===== src/rtl/irq_pkg.sv =====
// Shared definitions for the interrupt receiver: register map, gateway
// state encoding and the fixed-priority id encoder.
package irq_pkg;

    localparam int ID_W = 5;

    localparam logic [1:0] REG_PENDING  = 2'd0;
    localparam logic [1:0] REG_ENABLE   = 2'd1;
    localparam logic [1:0] REG_CLAIM    = 2'd2;
    localparam logic [1:0] REG_COMPLETE = 2'd3;

    typedef enum logic [1:0] {
        GW_IDLE    = 2'd0,
        GW_PEND    = 2'd1,
        GW_CLAIMED = 2'd2
    } gw_state_t;

    // Lowest set bit wins; bit i maps to id i+1, and 0 means nothing qualifies.
    function automatic logic [ID_W-1:0] lowest_id(input logic [30:0] v);
        logic [ID_W-1:0] id;
        id = '0;
        for (int i = 30; i >= 0; i--) begin
            if (v[i]) id = ID_W'(i + 1);
        end
        return id;
    endfunction

endpackage


===== src/rtl/irq_gateway.sv =====
// Per-source request gateway: input register, edge detect, IDLE/PEND/CLAIMED
// FSM and the one-bit "again" flag for edges that arrive while claimed.
module irq_gateway
    import irq_pkg::*;
#(
    parameter bit IS_EDGE = 1'b0
) (
    input  logic CLK,
    input  logic RESETN,
    input  logic i_src,
    input  logic i_claim,
    input  logic i_complete,
    input  logic i_w1c,
    output logic o_pend
);

    gw_state_t r_state;
    logic      r_src;
    logic      r_src_d;
    logic      r_again;

    logic      w_rise;
    logic      w_req;

    assign w_rise = r_src & ~r_src_d;
    assign w_req  = IS_EDGE ? w_rise : r_src;
    assign o_pend = (r_state == GW_PEND);

    always_ff @(posedge CLK) begin
        if (!RESETN) begin
            r_state <= GW_IDLE;
            r_src   <= 1'b0;
            r_src_d <= 1'b0;
            r_again <= 1'b0;
        end else begin
            r_src   <= i_src;
            r_src_d <= r_src;
            case (r_state)
                GW_IDLE: begin
                    if (w_req) r_state <= GW_PEND;
                end
                GW_PEND: begin
                    // A new edge landing with the W1C keeps the request alive.
                    if (i_claim)
                        r_state <= GW_CLAIMED;
                    else if (IS_EDGE && i_w1c && !w_rise)
                        r_state <= GW_IDLE;
                end
                GW_CLAIMED: begin
                    if (i_complete) begin
                        r_again <= 1'b0;
                        r_state <= (IS_EDGE && (r_again || w_rise)) ? GW_PEND : GW_IDLE;
                    end else if (IS_EDGE && w_rise) begin
                        r_again <= 1'b1;
                    end
                end
                default: r_state <= GW_IDLE;
            endcase
        end
    end

endmodule


===== src/rtl/irq_ctrl.sv =====
// Interrupt receiver top: ENABLE register, fixed-priority claim encoder,
// register window decode and the registered rdata / irq_out outputs.
module irq_ctrl
    import irq_pkg::*;
#(
    parameter int               NSRC = 4,
    parameter logic [NSRC-1:0]  EDGE = {NSRC{1'b0}}
) (
    input  logic            CLK,
    input  logic            RESETN,
    input  logic [NSRC-1:0] src,
    input  logic            sel,
    input  logic            wr,
    input  logic            rd,
    input  logic [1:0]      addr,
    input  logic [31:0]     wdata,
    output logic [31:0]     rdata,
    output logic            irq_out
);

    logic [NSRC-1:0] r_en;
    logic [31:0]     r_rdata;
    logic            r_irq;

    logic [NSRC-1:0] w_pend;
    logic [NSRC-1:0] w_elig;
    logic [30:0]     w_elig_ext;
    logic [31:0]     w_pend_ext;
    logic [31:0]     w_en_ext;
    logic [ID_W-1:0] w_claim_id;
    logic            w_rd;
    logic            w_wr;
    logic            w_claim_rd;
    logic            w_cmpl_wr;
    logic            w_w1c_wr;
    logic            w_unused;

    assign w_rd       = sel & rd;
    assign w_wr       = sel & wr;
    assign w_claim_rd = w_rd & (addr == REG_CLAIM);
    assign w_cmpl_wr  = w_wr & (addr == REG_COMPLETE);
    assign w_w1c_wr   = w_wr & (addr == REG_PENDING);
    assign w_elig     = w_pend & r_en;
    assign w_unused   = ^wdata;

    always_comb begin
        w_elig_ext = '0;
        w_pend_ext = '0;
        w_en_ext   = '0;
        w_elig_ext[NSRC-1:0] = w_elig;
        w_pend_ext[NSRC-1:0] = w_pend;
        w_en_ext[NSRC-1:0]   = r_en;
    end

    assign w_claim_id = lowest_id(w_elig_ext);

    // Claim and complete strobes are steered by id; a gateway not in the
    // matching state ignores them.
    for (genvar g = 0; g < NSRC; g++) begin : g_gw
        irq_gateway #(
            .IS_EDGE (EDGE[g])
        ) u_gw (
            .CLK        (CLK),
            .RESETN     (RESETN),
            .i_src      (src[g]),
            .i_claim    (w_claim_rd && (w_claim_id == ID_W'(g + 1))),
            .i_complete (w_cmpl_wr && (wdata[ID_W-1:0] == ID_W'(g + 1))),
            .i_w1c      (w_w1c_wr && wdata[g]),
            .o_pend     (w_pend[g])
        );
    end

    always_ff @(posedge CLK) begin
        if (!RESETN) begin
            r_en    <= '0;
            r_rdata <= '0;
            r_irq   <= 1'b0;
        end else begin
            r_irq <= |w_elig;
            if (w_wr && (addr == REG_ENABLE)) r_en <= wdata[NSRC-1:0];
            if (w_rd) begin
                case (addr)
                    REG_PENDING: r_rdata <= w_pend_ext;
                    REG_ENABLE:  r_rdata <= w_en_ext;
                    REG_CLAIM:   r_rdata <= {{(32-ID_W){1'b0}}, w_claim_id};
                    default:     r_rdata <= '0;
                endcase
            end
        end
    end

    assign rdata   = r_rdata;
    assign irq_out = r_irq;

endmodule


===== config.mk =====
export PLATFORM = sky130hd
export DESIGN_NAME = irq_ctrl
export DESIGN_NICKNAME = d
export VERILOG_FILES = /design/src/rtl/irq_pkg.sv /design/src/rtl/irq_gateway.sv /design/src/rtl/irq_ctrl.sv
export SDC_FILE = /design/constraint.sdc
export NUM_CORES = 1
export LEC_CHECK = 0
export ABC_AREA = 1
export CORE_MARGIN = 2
export CORE_UTILIZATION = 38
export CTS_BUF_LIST = sky130_fd_sc_hd__clkbuf_2
export DETAILED_ROUTE_END_ITERATION = 8
export PLACE_DENSITY = 0.83
export RECOVER_POWER = 50
export SYNTH_ARGS = -nofsm -noshare
export SYNTH_HDL_FRONTEND = slang
export SYNTH_SLANG_ARGS = --single-unit

===== constraint.sdc =====
create_clock -name CLK -period 1.3 [get_ports CLK]
set_clock_uncertainty 0.2 [all_clocks]
set_input_delay 0.13 -clock CLK [delete_from_list [all_inputs] [get_ports CLK]]
set_output_delay 0.13 -clock CLK [all_outputs]
set_load 0.01 [all_outputs]

* Yosys cells after proc, flatten, opt, wreduce, memory -nomap -nowiden
Cells that the tools add are included.
** Storage, ports and cells
- Input port bits :: 43
- Bits in registers :: 49
- Word-level logic and storage cells :: 87
- Output and inout bits :: 33
** Cells by class
- Multiplexer cells :: 21
- Reduce and logical (&&, ||, !) cells :: 19
- Equal/unequal tests :: 31
- Bitwise logic cells :: 5
** Operators by type and width (count)
- 2-bit 2-to-1 mux :: 12
- 2-bit by 1-bit != test with 1-bit output, second input constant :: 12
- 2-bit one-hot mux with 3 select lines :: 4
- 5-bit by 2-bit equality test with 1-bit output, second input constant :: 4
- 5-bit 2-to-1 mux :: 3
- 5-bit one-hot mux with 3 select lines :: 1
- 2-bit equality test, second input constant :: 6
- 3-bit AND reduction :: 4
- 2-bit by 1-bit equality test with 1-bit output, second input constant :: 5
- 5-bit by 1-bit equality test with 1-bit output, second input constant :: 2
- 5-bit by 3-bit equality test with 1-bit output, second input constant :: 2
- 2-bit logical NOT :: 5
- 1-bit logical AND :: 9
- 1-bit bitwise AND :: 4
- 4-bit bitwise AND :: 1
- 4-bit OR reduction :: 1
- 3-bit 2-to-1 mux :: 1

* Longest topological paths before layout
Gate-level depths: netlist of the first run.
- Depth after elaboration :: 10
- Depth in mapped cells :: 9
- Gate-level depth less buffers :: 9

* Cells and area by module
From an unflattened synthesis of the first run, not the netlist that was laid out.
** Second synthesis, totals
- Cell total of the unflattened synthesis :: 192
- Area, all modules :: 1300.0 um2
** Modules (own cells, without submodules)
- irq_ctrl :: area each 804.5 um2, times used 1, cells each 128, sequential area each 180.2 um2
- irq_gateway :: area each 123.9 um2, times used 4, cells each 16, sequential area each 60.1 um2

* Worst setup path before layout of the first run
Ideal clock, no wire load.
- Path kind :: reg2reg
- Start point :: register g_gw[1].u_gw.r_state[1]
- End point :: register g_gw[3].u_gw.r_state[0]
- Required time :: 0.968 ns
- Slack :: 0.138 ns
- Setup time :: 0.132 ns
- Arrival :: 0.830 ns
- Buffers on the path :: 0
- Stages on the path, launching flop included :: 8
- Path through :: dfxtp_1 > inv_1 > nand3_1 > nand3_1 > nor2_1 > nand2_1 > nand2_1 > a21oi_1
** Between the ends
- Cells in the longest elaborated chain, start to end :: 8
** RTL lines
- start: declaration :: line irq_gateway.sv:17 : gw_state_t r_state;
- start signal: assignment :: line irq_gateway.sv:52 : r_state <= (IS_EDGE && (r_again || w_rise)) ? GW_PEND : GW_IDLE;
- 2-bit by 1-bit equality test with 1-bit output :: line irq_gateway.sv:27 : assign o_pend = (r_state == GW_PEND);
- 4-bit bitwise AND :: line irq_ctrl.sv:43 : assign w_elig = w_pend & r_en;
- 5-bit 2-to-1 mux (2 in series) :: line irq_pkg.sv:23 : if (v[i]) id = ID_W'(i + 1);
- 5-bit by 3-bit equality test with 1-bit output :: line irq_ctrl.sv:66 : .i_claim (w_claim_rd && (w_claim_id == ID_W'(g + 1))),
- 1-bit logical AND :: line irq_ctrl.sv:66
- 2-bit by 1-bit != test with 1-bit output (no line)
- 3-bit AND reduction (no line)
- end signal: assignment :: line irq_gateway.sv:52
- end: declaration :: line irq_gateway.sv:17
No other way between the ends.
A chain may end at the register's enable or synchronous reset.

* Worst setup path in the final report of the first run
- Start point :: input port sel
- End point :: register r_en[2]
** Between the ends
- Cells in the longest elaborated chain, start to end :: 2
** RTL lines
- start: declaration :: line irq_ctrl.sv:12 : input logic sel,
- 1-bit bitwise AND :: line irq_ctrl.sv:39 : assign w_wr = sel & wr;
- 1-bit logical AND :: line irq_ctrl.sv:80 : if (w_wr && (addr == REG_ENABLE)) r_en <= wdata[NSRC-1:0];
- end signal: assignment :: line irq_ctrl.sv:80
- end: declaration :: line irq_ctrl.sv:21 : logic [NSRC-1:0] r_en;
No other way between the ends.

==> impl_metrics.yaml, run 1 <==
floorplanning:
  die_width_um: 60.5
  placementRows: 20
  start_util: 0.397
  pin_count: 76
  die_h_um: 60.5
  core_um2: 3050
  dieArea_um2: 3650
grt:
  grtUsageTotal: 0.155
  overflow: 0
  grt_pass1_wl_um: 4310
  grt_max_degree: 13
  grt_pass1_vias: 1066
  antenna_found_initial: 0
cts:
  insertion_delay_ns: 0.32
  cts_setup_buffers: 0
  cts_tree: "done"
  htreeDepth: 1
  clk_pin_slew_worst_paths_ns: 0.19
  hold_buffers: 0
  numClockSinks: 21
  cts_buffer_depth: 2
  cts_root_buffer: "clkbuf_2"
  cts_made_buffers: 3
yosys:
  ys_warn_count: 0
  netlist_instances: 176
  synth-edff-count: 0
  syn_area_per_cell_um2: 6.88
  synthArstFlopShare: 0
  synthFlopType: "dfxtp_1"
  yosysTopAreaCellShare: 0.347
  netlist-cell-type-count: 22
  synth_area_um2: 1210
  seq_area_frac_synth: 0.347
  synth_commonest_cells: "nand2_1 (34), buf_4 (28), dfxtp_1 (21)"
  yosys.area.top_type: "dfxtp_1"
  yosysMostFrequentCell: "nand2_1"
  netlist_top_cells_area: "dfxtp_1 (35%), buf_4 (17%), nand2_1 (11%), a21oi_1 (6.2%), inv_1 (5.6%)"
  synth_seq_cells: 21
layout:
  drive_above_1_share: 0.239
  fin_nets: 257
  syn_to_final_growth_pct: 29.8
  diodes: 0
  fillCellCount: 312
pwr:
  power_density_nw_per_um2: 772
  p_clk_frac: 0.228
  switching_share: 0.291
  comb_power_share: 0.206
  pwr-share-seq: 0.566
  ir_drop_mv: 0.499
  p_leak_nw: 0.749
  report.power.total_w: 0.00121
  switchingPower_w: 0.000353
  internal_power_w: 0.000861
worst_setup_path:
  required_ns: 1.36
  critPathKind: "input pin to flip-flop"
  critPathCaptureType: "flip-flop"
  cp.arrival_ns: 1.34
  critPathMaxStageDelay_ns: 0.48
  cp_slowest_cell: "clkdlybuf4s50_1"
  crit_chain: "clkdlybuf4s50_1 -> nand2_1 -> buf_4 -> nor2_4 -> o21ai_1 -> a21oi_1"
  critPathLaunchType: "input pin"
  cpLargestDelayFamily: "buffers and inverters"
  critical_path_buf_inv_count: 2
  cp_max_fo: 6
sta:
  finalCriticalPeriod_ns: 1.29
  drv_slew: 0
  rsz0062_at_grt: "yes"
  fmax_mhz: 778
  fin_crit_sh: 0.989
  fin_tns_setup_ns: 0
  hold_viol: 0
  setup_violations: 0
drt:
  via_count: 1148
  antenna_left: 0
  dr.pass1.iters: 4
  wl_um: 2540
  drt-initial-drc-count: 38
  viasPerCell: 4.47
  avgRoutedWirePerCell_um: 9.86
  drc: 0
place:
  gp_congestion: 0.892
  port_buffers: 20
  dp_hpwl_um: 1920
job:
  maxCapViolCount: 0
run_status:
  status: "completed"
min_path:
  worst_hold_path_type: "input pin to flip-flop"
## flip-flops by register name, indices dropped and copies added (netlist names)
| name | cells |
|---|---|
| irq_out | 1 |
| g_gw.u_gw.r_state | 8 |
| g_gw.u_gw.r_src | 4 |
| rdata | 4 |
| r_en | 4 |
## power groups by stage
stage	Clock [W]	Combinational, W	Sequential, W
global placement	0	0.000236	0.000695
global route	0.000300	0.000281	0.000690
floorplan	0	0.000182	0.000697
finish	0.000277	0.000250	0.000687
detailed placement	0	0.000239	0.000695
CTS	0.000281	0.000238	0.000683
## final timing paths
kind | from | slack [ns] | depth (start not counted) | endpoint
max | sel | 0.01 | 6 | r_en[2]
min | src[1] | 0.1 | 3 | g_gw[1].u_gw.r_src
max reg2reg | g_gw[1].u_gw.r_state[1] | 0.05 | 7 | g_gw[3].u_gw.r_state[0]
min reg2reg | g_gw[3].u_gw.r_src | 0.26 | 2 | g_gw[3].u_gw.r_state[0]
## metrics by stage
step	setup WS [ns]	hold slack [ns]	instance area [um^2]	util	instances
floorplan	0.138	0.0276	1310	-	203
CTS	0.000847	0.103	1500	0.492	257
finish	0.0147	0.0979	1570	0.515	257
detailed placement	-0.344	0.243	1480	0.485	253
global route	-0.0579	0.125	1570	0.515	257
global placement	-0.315	0.238	1480	0.485	253
## routing by layer
layer	part of all wire	GRT usage	vias up
met5	0	0	-
met4	0.013	0.0745	0
met3	0.073	0.0235	4
met2	0.52	0.270	55
met1	0.40	0.187	509
li1	-	-	580
## what timing repair did
action	in CTS	in global routing
pin swaps	0	4
gates resized for setup	8	28
cloned	0	0
endpoints found under the setup margin	7	18
## final cells by class
cell class	count	area, um^2	area share
Clock buffer	4	20.0	0.0127
Inverter	23	86.3	0.0549
Multi-Input combinational cell	129	644	0.410
Sequential cell	21	433	0.275
Tap cell	44	55.1	0.0350
Timing Repair Buffer	36	333	0.212
## cells in the final DEF, fill, tap and decap left out, types with 4 or more instances in the layout
| cell type | netlist | layout |
|---|---|---|
| inv_2 | 5 | 7 |
| nor2_1 | 18 | 14 |
| buf_4 | 28 | 14 |
| o21ai_1 | 6 | 6 |
| nand3_2 | 1 | 4 |
| dfxtp_1 | 21 | 11 |
| dfxtp_2 | 0 | 10 |
| nor2_2 | 1 | 4 |
| nand3_1 | 11 | 7 |
| clkbuf_2 | 0 | 4 |
| nand2_1 | 34 | 33 |
| conb_1 | 1 | 28 |
| inv_1 | 18 | 16 |
| clkdlybuf4s50_1 | 0 | 13 |
| clkdlybuf4s15_1 | 0 | 4 |
| a21oi_1 | 15 | 15 |
## cell families after synthesis
kind of cell	Yosys count	synth area share
AO/OA/AOI/OAI	25	0.109
AND/OR/NAND/NOR	76	0.288
other	1	0.00310
flip-flops	21	0.347
buffers and inverters	53	0.252
## tightest hold or removal path, cell delays in order
cell	delay [ns]
clkdlybuf4s50_1	0.39
nand2_1	0.06
inv_1	0.03
Note: power is estimated with default switching activity, not from simulation.
==> run 2, diff against run 1 <==
==> constraint.sdc (replaced) <==
create_clock -name CLK -period 1.3 [get_ports CLK]
set_clock_uncertainty 0.2 [all_clocks]
set_input_delay 0.13 -clock CLK [delete_from_list [all_inputs] [get_ports CLK]]
set_output_delay 0.13 -clock CLK [all_outputs]
set_load 0.05 [all_outputs]
==> impl_metrics.yaml, run 2 (synthesized netlist as in run 1, its figures left out) <==
run_status:
  status: "completed"
worst_setup_path:
  cp_max_fo: 2
  crit_top_cell: "nand2_1"
  critPathKind: "flip-flop to flip-flop"
  critPathLaunchType: "flip-flop"
  critPathMaxStageDelay_ns: 0.36
  crit_chain: "inv_2 -> nand2_2 -> nor2_2 -> nand2_1 -> nor2_1 -> nand2_1 -> nand2_1 -> a21oi_2"
  required_ns: 1.34
  cp.arrival_ns: 1.28
  critPathCaptureType: "flip-flop"
  cp_slowest_cell: "dfxtp_2"
cts:
  cts_made_buffers: 3
  htreeDepth: 1
  clk_pin_slew_worst_paths_ns: 0.19
  hold_buffers: 0
  cts_buffer_depth: 2
  insertion_delay_ns: 0.32
  cts_tree: "done"
  cts_root_buffer: "clkbuf_2"
  numClockSinks: 21
layout:
  syn_to_final_growth_pct: 36.9
  drive_above_1_share: 0.275
  layout_commonest_cell: "nand2_1"
  fillCellCount: 306
  largest_register: "g_gw.u_gw.r_state"
  fin_nets: 262
  design_area_um2: 1660
  final_cell_mix: "nand2_1 (33), conb_1 (28), buf_4 (19)"
  stdcell_count: 262
  multi_input_area_um2: 646
  diodes: 0
  seq_area_um2: 429
  largest_reg_flops: 8
pwr:
  power_density_nw_per_um2: 833
  report.power.total_w: 0.00138
  ir_drop_mv: 0.634
  p_leak_nw: 0.787
min_path:
  worst_hold_path_type: "input pin to flip-flop"
drt:
  via_count: 1149
  dr_wl_met3_um: 168
  avgRoutedWirePerCell_um: 9.37
  wl_met1_um: 1090
  dr.pass1.iters: 4
  wl_um: 2460
  viasPerCell: 4.39
  routed.top_layer: "met4"
  drt-initial-drc-count: 28
  drc: 0
  antenna_left: 0
  wl_met2_um: 1130
sta:
  hold_ws_ns: 0.0918
  setup_violations: 0
  hold_viol: 0
  fmax_mhz: 804
  setup_ws_ns: 0.0563
  finalCriticalPeriod_ns: 1.24
  rsz0062_at_grt: "yes"
  drv_slew: 0
  fin_crit_sh: 0.957
place:
  placed_cells: 256
  dp_hpwl_um: 1950
  port_buffers: 20
  preCtsSetupSlack_ns: -0.318
  dpl_cell_area_um2: 1550
  gp_congestion: 0.886
floorplanning:
  dieArea_um2: 3650
  pin_count: 76
  die_width_um: 60.5
  die_h_um: 60.5
  placementRows: 20
  core_um2: 3050
  start_util: 0.397
grt:
  grt_pass1_wl_um: 3990
  grt_pass1_vias: 977
  antenna_found_initial: 0
  grtUsageTotal: 0.144
  grt_max_degree: 13
  overflow: 0
job:
  maxCapViolCount: 0
run 2: cell count changes in the layout (fill, tap and decap cells not counted), sizes merged:
cell	change
buf	+10
clkdlybuf4s15	-4
dlygate4sd2	-1
run 2: worst max-delay path: cells and delay by family, from the launching register on:
family | cells | cell delay (ns)
AO/OA/AOI/OAI | 1 | 0.05
buffers and inverters | 1 | 0.05
flip-flops | 1 | 0.36
AND/OR/NAND/NOR | 6 | 0.50
run 2: power breakdown:
group	total [W]	switching (W)	internal (W)
Clock	0.000275	0.000194	0.0000815
Sequential	0.000690	0.0000198	0.000670
Combinational	0.000417	0.000290	0.000126
run 2: worst paths after layout:
path	depth (start not counted)	end	start	slack, ns
worst max-delay path	8	g_gw[3].u_gw.r_state[0]	g_gw[3].u_gw.r_state[1]	0.06
worst min-delay path	4	g_gw[1].u_gw.r_state[1]	addr[0]	0.09
worst max register to register	8	g_gw[3].u_gw.r_state[0]	g_gw[3].u_gw.r_state[1]	0.06
worst min register to register	2	g_gw[1].u_gw.r_state[0]	g_gw[1].u_gw.r_src	0.25
run 2: final cells by class:
class | instances | area share
tap | 44 | 0.0332
multi-input combinational | 129 | 0.389
clock buffer | 4 | 0.0121
sequential | 21 | 0.259
timing repair buffer | 41 | 0.254
inverter | 23 | 0.0521
run 2: what timing repair did:
action                     4_1_cts  5_1_grt
setup buffers                    0        2
setup endpoints to repair        1       13
resized for setup                2       23
pin swaps                        0        6
run 2: stage by stage:
| stage | setup TNS (ns) | utilization |
|---|---|---|
| final | 0 | 0.543 |
| after detailed placement | -4.46 | 0.509 |
| after floorplan | 0 | - |
| after global routing | -0.0866 | 0.543 |
| after CTS | 0 | 0.518 |
| after global placement | -3.99 | 0.509 |
run 2: routing by layer:
metal / track usage / vias to the layer above
met3: 0.0277 / 10
li1: - / 588
met1: 0.187 / 493
met4: 0.0683 / 0
met2: 0.233 / 58
met5: 0 / -
==> run 3, diff against run 2 <==
==> constraint.sdc (replaced) <==
create_clock -name CLK -period 1.3 [get_ports CLK]
set_clock_uncertainty 0.2 [all_clocks]
set_input_delay 0.26 -clock CLK [delete_from_list [all_inputs] [get_ports CLK]]
set_output_delay 0.26 -clock CLK [all_outputs]
set_load 0.05 [all_outputs]
==> impl_metrics.yaml, run 3 (synthesized netlist as in run 1, its figures left out) <==
run_status:
  status: "finished, violations left"
  violations: "negative setup slack"
layout:
  layout_commonest_cell: "nand2_1"
  final_cell_mix: "nand2_1 (32), conb_1 (28), buf_4 (20)"
  fin_nets: 262
  drive_above_1_share: 0.303
  fillCellCount: 317
  largest_reg_flops: 8
  largest_register: "g_gw.u_gw.r_state"
  stdcell_count: 262
  syn_to_final_growth_pct: 36.8
  diodes: 0
  finalCoreUtilization: 0.543
floorplanning:
  die_h_um: 60.5
  start_util: 0.397
  die_width_um: 60.5
  pin_count: 76
  dieArea_um2: 3650
  placementRows: 20
  core_um2: 3050
worst_setup_path:
  cp_max_fo: 2
  critPathLaunchType: "flip-flop"
  cp_slowest_cell: "dfxtp_2"
  r2r_slack_ns: 0.08
  critPathMaxStageDelay_ns: 0.40
  reg2reg_depth: 7
  required_ns: 0.84
  critPathKind: "flip-flop to primary output"
  cpLargestDelayFamily: "flip-flops"
  cp.arrival_ns: 0.86
  worst-path-stages: 1
  critPathCaptureType: "primary output"
  crit_chain: "buf_12"
  critical_path_buf_inv_count: 1
drt:
  antenna_left: 0
  drt-initial-drc-count: 29
  wl_met1_um: 1100
  wl_um: 2510
  dr_wl_met3_um: 127
  dr.pass1.iters: 4
  viasPerCell: 4.34
  wl_met2_um: 1220
  avgRoutedWirePerCell_um: 9.56
  drc: 0
  routed.top_layer: "met4"
  via_count: 1136
cts:
  cts_buffer_depth: 2
  cts_root_buffer: "clkbuf_2"
  htreeDepth: 1
  insertion_delay_ns: 0.33
  numClockSinks: 21
  hold_buffers: 0
  cts_tree: "done"
  cts_made_buffers: 3
  clk_pin_slew_worst_paths_ns: 0.19
min_path:
  worst_hold_path_type: "input pin to flip-flop"
  hold_depth: 4
sta:
  setup_violations: 5
  fin_crit_sh: 1.02
  hold_viol: 0
  drv_slew: 0
  fmax_mhz: 756
  finalCriticalPeriod_ns: 1.32
  setup_ws_ns: -0.0231
  rsz0062_at_grt: "yes"
  hold_ws_ns: 0.133
grt:
  grt_max_degree: 13
  grt_pass1_vias: 991
  grtUsageTotal: 0.154
  grt_pass1_wl_um: 4150
  antenna_found_initial: 0
  overflow: 0
pwr:
  power_density_nw_per_um2: 836
  ir_drop_mv: 0.619
  report.power.total_w: 0.00138
  p_leak_nw: 0.790
place:
  port_buffers: 20
  gp_congestion: 0.885
  placed_cells: 256
  dp_hpwl_um: 1930
job:
  maxCapViolCount: 0
==> run 3: cell types whose count changed in the layout (fill, tap and decap cells not counted), moves of 2 or more <==
cell	change
dfxtp_1	-4
clkdlybuf4s50_1	-3
dfxtp_2	+4
a21oi_2	-2
dlygate4sd2_1	+2
a21oi_1	+2
==> run 3: report_power, final <==
group / switching, W / internal [W]
Combinational: 0.000293 / 0.000125
Clock: 0.000196 / 0.0000814
Sequential: 0.0000188 / 0.000671
Total: 0.000508 / 0.000876
==> run 3: per-stage QoR <==
step / TNS [ns] / worst slack, ns / area [um^2]
after floorplan: 0 / 0.138 / 1310
after global placement: -6.07 / -0.429 / 1550
after detailed placement: -6.67 / -0.466 / 1550
after CTS: -0.145 / -0.0347 / 1610
after global routing: -0.503 / -0.0609 / 1660
final: -0.0719 / -0.0231 / 1660
==> run 3: timing repair <==
item | in CTS | in global routing
setup buffers | 2 | 0
pin swaps | 6 | 10
setup endpoints to repair | 19 | 18
gates resized for setup | 11 | 23
==> run 3: final timing paths <==
check	start	endpoint
worst max register to register	g_gw[2].u_gw.r_state[0]	rdata[2]
worst min register to register	g_gw[1].u_gw.r_src	g_gw[1].u_gw.r_state[0]
worst min-delay path	addr[0]	g_gw[1].u_gw.r_state[1]
worst max-delay path	rdata[0]	rdata[0]
==> run 3: layout make-up <==
| class | instances | area (um^2) | share of cell area |
|---|---|---|---|
| timing repair buffer | 41 | 415 | 0.251 |
| clock buffer | 4 | 20.0 | 0.0121 |
| inverter | 23 | 86.3 | 0.0521 |
| sequential | 21 | 434 | 0.262 |
| tap | 44 | 55.1 | 0.0332 |
| multi-input combinational | 129 | 646 | 0.390 |
==> run 3: metal layers <==
metal / GRT usage / vias to the layer above
met3: 0.0256 / 9
met5: 0 / -
met4: 0.0963 / 0
met2: 0.233 / 47
met1: 0.205 / 494
li1: - / 586
